===== config.mk =====
export PLATFORM = sky130hd
export DESIGN_NAME = or_gate
export DESIGN_NICKNAME = d
export VERILOG_FILES = /design/src/rtl/or_gate.sv
export SDC_FILE = /design/constraint.sdc
export NUM_CORES = 1
export LEC_CHECK = 0
export CAP_MARGIN = 20
export CORE_MARGIN = 5
export CORE_UTILIZATION = 42
export DETAILED_ROUTE_END_ITERATION = 8
export PLACE_DENSITY = 0.74
export SETUP_SLACK_MARGIN = 0.02
export SLEW_MARGIN = 20
export SYNTH_ARGS = -nofsm -noshare
export SYNTH_HDL_FRONTEND = slang
export SYNTH_SLANG_ARGS = --single-unit
export TNS_END_PERCENT = 30

===== constraint.sdc =====
create_clock -name clk -period 1.6 [get_ports clk]
set_input_delay 0.16 -clock clk [delete_from_list [all_inputs] [get_ports clk]]
set_output_delay 0.16 -clock clk [all_outputs]
set_load 0.02 [all_outputs]

===== src/rtl/or_gate.sv =====
// or_gate: bitwise two-input OR primitive with a clocked observation stage.
//
// The combinational path (out) does not depend on clk or rst_n. The observation
// stage registers a copy of out, records whether any bit was high, tracks which
// {inA[0], inB[0]} combinations have occurred, and counts high cycles with
// saturation.
//
// Ports:
//   clk        - system clock, registers update on the rising edge
//   rst_n      - synchronous active-low reset
//   inA, inB   - operands (WIDTH bits)
//   out        - combinational inA | inB
//   out_q      - registered copy of out (1-cycle latency)
//   any_q      - registered reduction-OR of out
//   combo_seen - sticky coverage, bit index {inA[0], inB[0]}
//   hi_count   - saturating count of cycles where any bit of out was high
module or_gate #(
  parameter int unsigned WIDTH = 1,
  parameter int unsigned CNT_W = 8
) (
  input  logic             clk,
  input  logic             rst_n,
  input  logic [WIDTH-1:0] inA,
  input  logic [WIDTH-1:0] inB,
  output logic [WIDTH-1:0] out,
  output logic [WIDTH-1:0] out_q,
  output logic             any_q,
  output logic [3:0]       combo_seen,
  output logic [CNT_W-1:0] hi_count
);

  logic [1:0]       combo_idx;
  logic             any_hi;
  logic             cnt_sat;
  logic [3:0]       combo_seen_d;
  logic [CNT_W-1:0] hi_count_d;

  // Kept as a continuous assign so it stays live with an idle clock and X reset.
  assign out = inA | inB;

  always_comb begin
    combo_idx    = {inA[0], inB[0]};
    any_hi       = |out;
    cnt_sat      = &hi_count;
    combo_seen_d = combo_seen | (4'b0001 << combo_idx);
    hi_count_d   = hi_count;
    // Hold at all-ones rather than wrapping.
    if (any_hi && !cnt_sat) begin
      hi_count_d = hi_count + CNT_W'(1);
    end
  end

  always_ff @(posedge clk) begin
    if (!rst_n) begin
      out_q      <= '0;
      any_q      <= 1'b0;
      combo_seen <= 4'b0000;
      hi_count   <= '0;
    end else begin
      out_q      <= out;
      any_q      <= any_hi;
      combo_seen <= combo_seen_d;
      hi_count   <= hi_count_d;
    end
  end

endmodule


# Word-level counts from Yosys, hierarchy flattened

Cells that the tools add are included.

Register bits after elaboration: 13
Input port bits: 4
Output and inout port bits: 15

Add/subtract/negate cells: 1
Shift operators: 1
Bitwise operators: 2
Reductions and logical operators: 3

Operators by type and width:

| cell                | count |
|---|---|
| $add 8x1->8 const B | 1 |
| $reduce_and 8->1    | 1 |
| $or 4x4->4          | 1 |
| $shl 1x2->4 const A | 1 |
| $logic_and 1x1->1   | 1 |
| $logic_not 1->1     | 1 |
| $or 1x1->1          | 1 |

# Longest topological paths before layout

Depth in word-level cells: 3
Mapped depth: 4
Gate-level depth less buffers: 4

# Least setup slack after synthesis

Ideal clock, no wire load.

Kind: register -> register
Start point: register hi_count[0]
End point: register hi_count[4]
Setup time: 69 ps
Arrival time: 1274 ps
Slack: 257 ps
Cell stages (with the launch flop): 5
Path buffers: 0
Cell sequence: dfxtp_1 > ha_1 > o211ai_2 > or4_1 > o21ai_1

Cells in the longest elaborated chain, start to end: 3
Elaborated cells between the ends (all ways): 4

Ends and longest elaborated chain:

| item                                                | RTL line | source |
|---|---|---|
| from (decl)                                         | 29       | `output logic [CNT_W-1:0] hi_count` |
| from (signal assigned)                              | 63       | `hi_count <= hi_count_d;` |
| branches (longest 3 deep; another with $add 8x1->8) | -        |  |

Several ways; the timed one is not identified.
A chain may end at the register's enable or synchronous reset.

# Final worst setup path

Start point: input inA
End point: output out

Cells in the longest elaborated chain, start to end: 1

Ends and longest elaborated chain:

| item        | RTL line | source |
|---|---|---|
| from (decl) | 23       | `input logic [WIDTH-1:0] inA,` |
| $or 1x1->1  | 39       | `assign out = inA \| inB;` |
| to (decl)   | 25       | `output logic [WIDTH-1:0] out,` |

Every way passes these cells.

==> summary.txt <==
================================================================================
Result of the run                                                   finished clean
XOR/XNOR share of the synthesized area                                         0
Number of endpoints with negative hold slack in the final report               0
Share of the clock period used by the worst path                           0.959
Core Box Area                                                           1300 µm²
Vias post-DR                                                                 543
Largest fanout of any net on the critical path                                 2
Final setup violation count                                                    0
Synth Area in Compound Gates                                               0.219
Overflow left after global routing                                             0
Post-Synthesis Net Count                                                      70
Met2 wire length                                                          588 µm
Class of the worst hold path                                             reg2reg
Iter 0 DRT Violations                                                          9
Total routed wire length on the met1 layer                                641 µm
Max rail drop VDD                                                     0.000446 V
Synth Area in Simple Gates                                                 0.195
CTS Hold Bufs                                                                  0
Maximum single-stage delay on the critical path                          0.61 ns
Final ANT Viol Nets                                                            0
Relative max-transition margin                                             0.816
Area occupied by multi-input gates                                       272 µm²
Cell types with the largest area share after synthesis              dfxtp_1, a21oi_1, nor2_1, buf_4, mux2i_1
Count of buffers inserted at the top-level ports                              18
Net count, final                                                              94
Synthesis warning total                                                        0
Reg-to-reg startpoint                                               hi_count[0]$_SDFFE_PN0P_
Mean cell area of the mapped netlist                                    8.87 µm²
Clock root buffer                                                       clkbuf_4
Required time of the worst setup path                                    1.44 ns
Clock sink count                                                              13
Sequence of cells on the critical path                              clkdlybuf4s50_1 -> nor2_1 -> inv_1 -> clkdlybuf4s50_1
Critical path endpoint                                                       out
TritonCTS buffer count                                                         3
Number of antenna violations at the first check in global routing              0
Global router's overall resource usage                                     0.134
Delay-heaviest family, CP                                           buffers and inverters
Pre-CTS setup slack                                                    0.0677 ns
Worst endpoint data arrival time                                         1.37 ns
Reg-to-reg endpoint                                                 hi_count[5]$_SDFFE_PN0P_
Most used flip-flop cell after synthesis                                 dfxtp_1
Achievable clock frequency                                             0.652 GHz
Routed wire length                                                       1290 µm
Die area                                                                2210 µm²
Max-Cap Viols                                                                  0
Async SR Flop Fraction                                                         0
Final Slew Violations                                                          0
Post-Synthesis Cells                                                          65
Timing startpoint of the critical path                                       inA
Global-route wire length before repair                                   2110 µm
H-Tree Depth                                                                   1
Area share of the leading cell type in the synthesized netlist             0.451
Buf+Inv Stages, Crit Path                                                      3
Horiz. Die Dim                                                           47.1 µm
Cell with the largest stage delay on the worst path                 clkdlybuf4s50_1
Pin count of the biggest net entering global routing                          10
Setup TNS                                                                   0 ns
1st-pass router iterations                                                     4
Most numerous cell types in the synthesized netlist                 dfxtp_1, a21oi_1, nor2_1
Initial standard-cell utilization of the core                              0.443
Detailed placer's ending HPWL                                             946 µm
Area of the mapped netlist                                               577 µm²
Post-detailed-route via-to-cell ratio                                       5.27
Design Power                                                            0.673 mW
Layout Skew                                                           0.00552 ns
Area added between synthesis and finish                                    41.0%
Total DRC errors in the routed layout                                          0
Min Clock Period, post-route                                             1.53 ns
Seq/Total Area, Yosys                                                      0.451
Worst-Margin Slew                                                       0.274 ns
Clock tree from TritonCTS                                                   done
Std-Cell Rows                                                                 13
Critical Path End Type                                                output pin
Post-synth EDFFs                                                               0
Stages on the worst setup path                                                 4
Cell type with the largest total area after synthesis                    dfxtp_1
CTS clock-pin slew for the worst setup and hold paths                    0.08 ns
FF+latch count, synth                                                         13
Combined flip-flop and latch cell area                                   260 µm²
Multiplexer share of the synthesized area                                 0.0347
Routed length on met3                                                      64 µm
Kind of start point of the critical path                              input port
Leakage Power                                                           0.347 nW
DIE HEIGHT                                                               47.1 µm
Worst setup slack after layout                                         0.0651 ns
Fillers                                                                      129
Worst Setup Path Type                                                     in2out
Antenna Cells                                                                  0
Clock Latency Late Sink                                                  0.28 ns
Top routing layer used                                                      met3
Netlist cell types                                                            27
Maximum buffer depth of the clock tree                                         2
Average wire per standard cell                                           12.6 µm
Ratio of cells with drive above 1 in the final layout                      0.170
Routability congestion estimate                                            0.694
Worst reg-to-reg path cell count                                               4
Dominant combinational cell family by area after synthesis          compound AO/OA/AOI/OAI gates
Total I/O pin count                                                           19
Cell repeated most along the worst path                             clkdlybuf4s50_1
Register-to-register setup slack                                         0.25 ns
Post-Synth Adder-Cell Area                                                0.0217
RSZ-0062 raised after global routing                                       false
Most common cell in the synthesized netlist                              dfxtp_1
Number of global-route vias before repair                                    487
Power per Cell Area                                                   827 nW/µm²
================================================================================
## cells in the final DEF (no fill, tap or decap), types with 3 or more instances in the layout
master / netlist / final
nor2_1: 7 / 7
buf_4: 3 / 4
a21oi_1: 7 / 7
nand2_1: 5 / 5
clkdlybuf4s50_1: 0 / 17
inv_1: 4 / 4
clkbuf_4: 0 / 3
dfxtp_1: 13 / 13
## area by class of cell
type | count | share of cell area
Inverter | 6 | 0.0277
Multi-Input combinational cell | 43 | 0.334
Clock inverter | 1 | 0.00615
Timing Repair Buffer | 22 | 0.262
Clock buffer | 3 | 0.0277
Tap cell | 15 | 0.0231
Sequential cell | 13 | 0.320
## worst register-to-register path, cell delays in order (launching register included)
cell      delay, ns
dfxtp_1        0.35
ha_1           0.25
and3_1         0.25
a21boi_0       0.28
a211oi_2       0.11
## per-layer routing
| layer | up-vias | track usage |
|---|---|---|
| met5 | - | 0 |
| met4 | 0 | 0.0497 |
| met3 | 0 | 0.0383 |
| met2 | 15 | 0.190 |
| met1 | 249 | 0.193 |
| li1 | 279 | - |
## stage by stage
step | instances | hold slack (ns) | utilization | instance area (µm²)
4_1_cts | 103 | 0.475 | 0.623 | 811
3_3_place_gp | 99 | 0.453 | 0.602 | 783
2_1_floorplan | 65 | 0.301 | - | 577
6_report | 103 | 0.477 | 0.625 | 813
5_1_grt | 103 | 0.511 | 0.625 | 813
3_5_place_dp | 99 | 0.455 | 0.602 | 783
## power breakdown
part / internal (mW) / switching, mW / leakage [nW] / total (mW)
Sequential: 0.339 / 0.0125 / 0.107 / 0.352
Clock: 0.0927 / 0.112 / 0.0177 / 0.204
Combinational: 0.0577 / 0.0587 / 0.223 / 0.116
Total: 0.490 / 0.183 / 0.347 / 0.673
## kinds of logic (layout without fill, tap and decap cells)
group,after synthesis,in the layout
flops,13,13
compound gates,18,18
fa+ha+maj,1,1
mux,2,2
simple gates,22,22
buf+inv,9,32
## state kept, by name (all words and copies together), names as in the netlist
signal and cells:
any_q 1, combo_seen 4, hi_count 8
## how the worst min path moves through the flow
stage	startpoint	end	slack, ns	cells past startpoint
after detailed placement	combo_seen[3]$_SDFF_PN0_	combo_seen[3]$_SDFF_PN0_	0.46	2
final	combo_seen[3]$_SDFF_PN0_	combo_seen[3]$_SDFF_PN0_	0.48	2
after CTS	combo_seen[3]$_SDFF_PN0_	combo_seen[3]$_SDFF_PN0_	0.48	2
after floorplan	inA	combo_seen[2]$_SDFF_PN0_	0.30	2
after global routing	combo_seen[3]$_SDFF_PN0_	combo_seen[3]$_SDFF_PN0_	0.51	2
after global placement	combo_seen[1]$_SDFF_PN0_	combo_seen[1]$_SDFF_PN0_	0.45	2
## repair_timing
action	4_1_cts	5_1_grt
gates resized for setup	0	1
setup endpoints to repair	0	1
buffers inserted	0	0
Power figures use the tool's default switching activity.
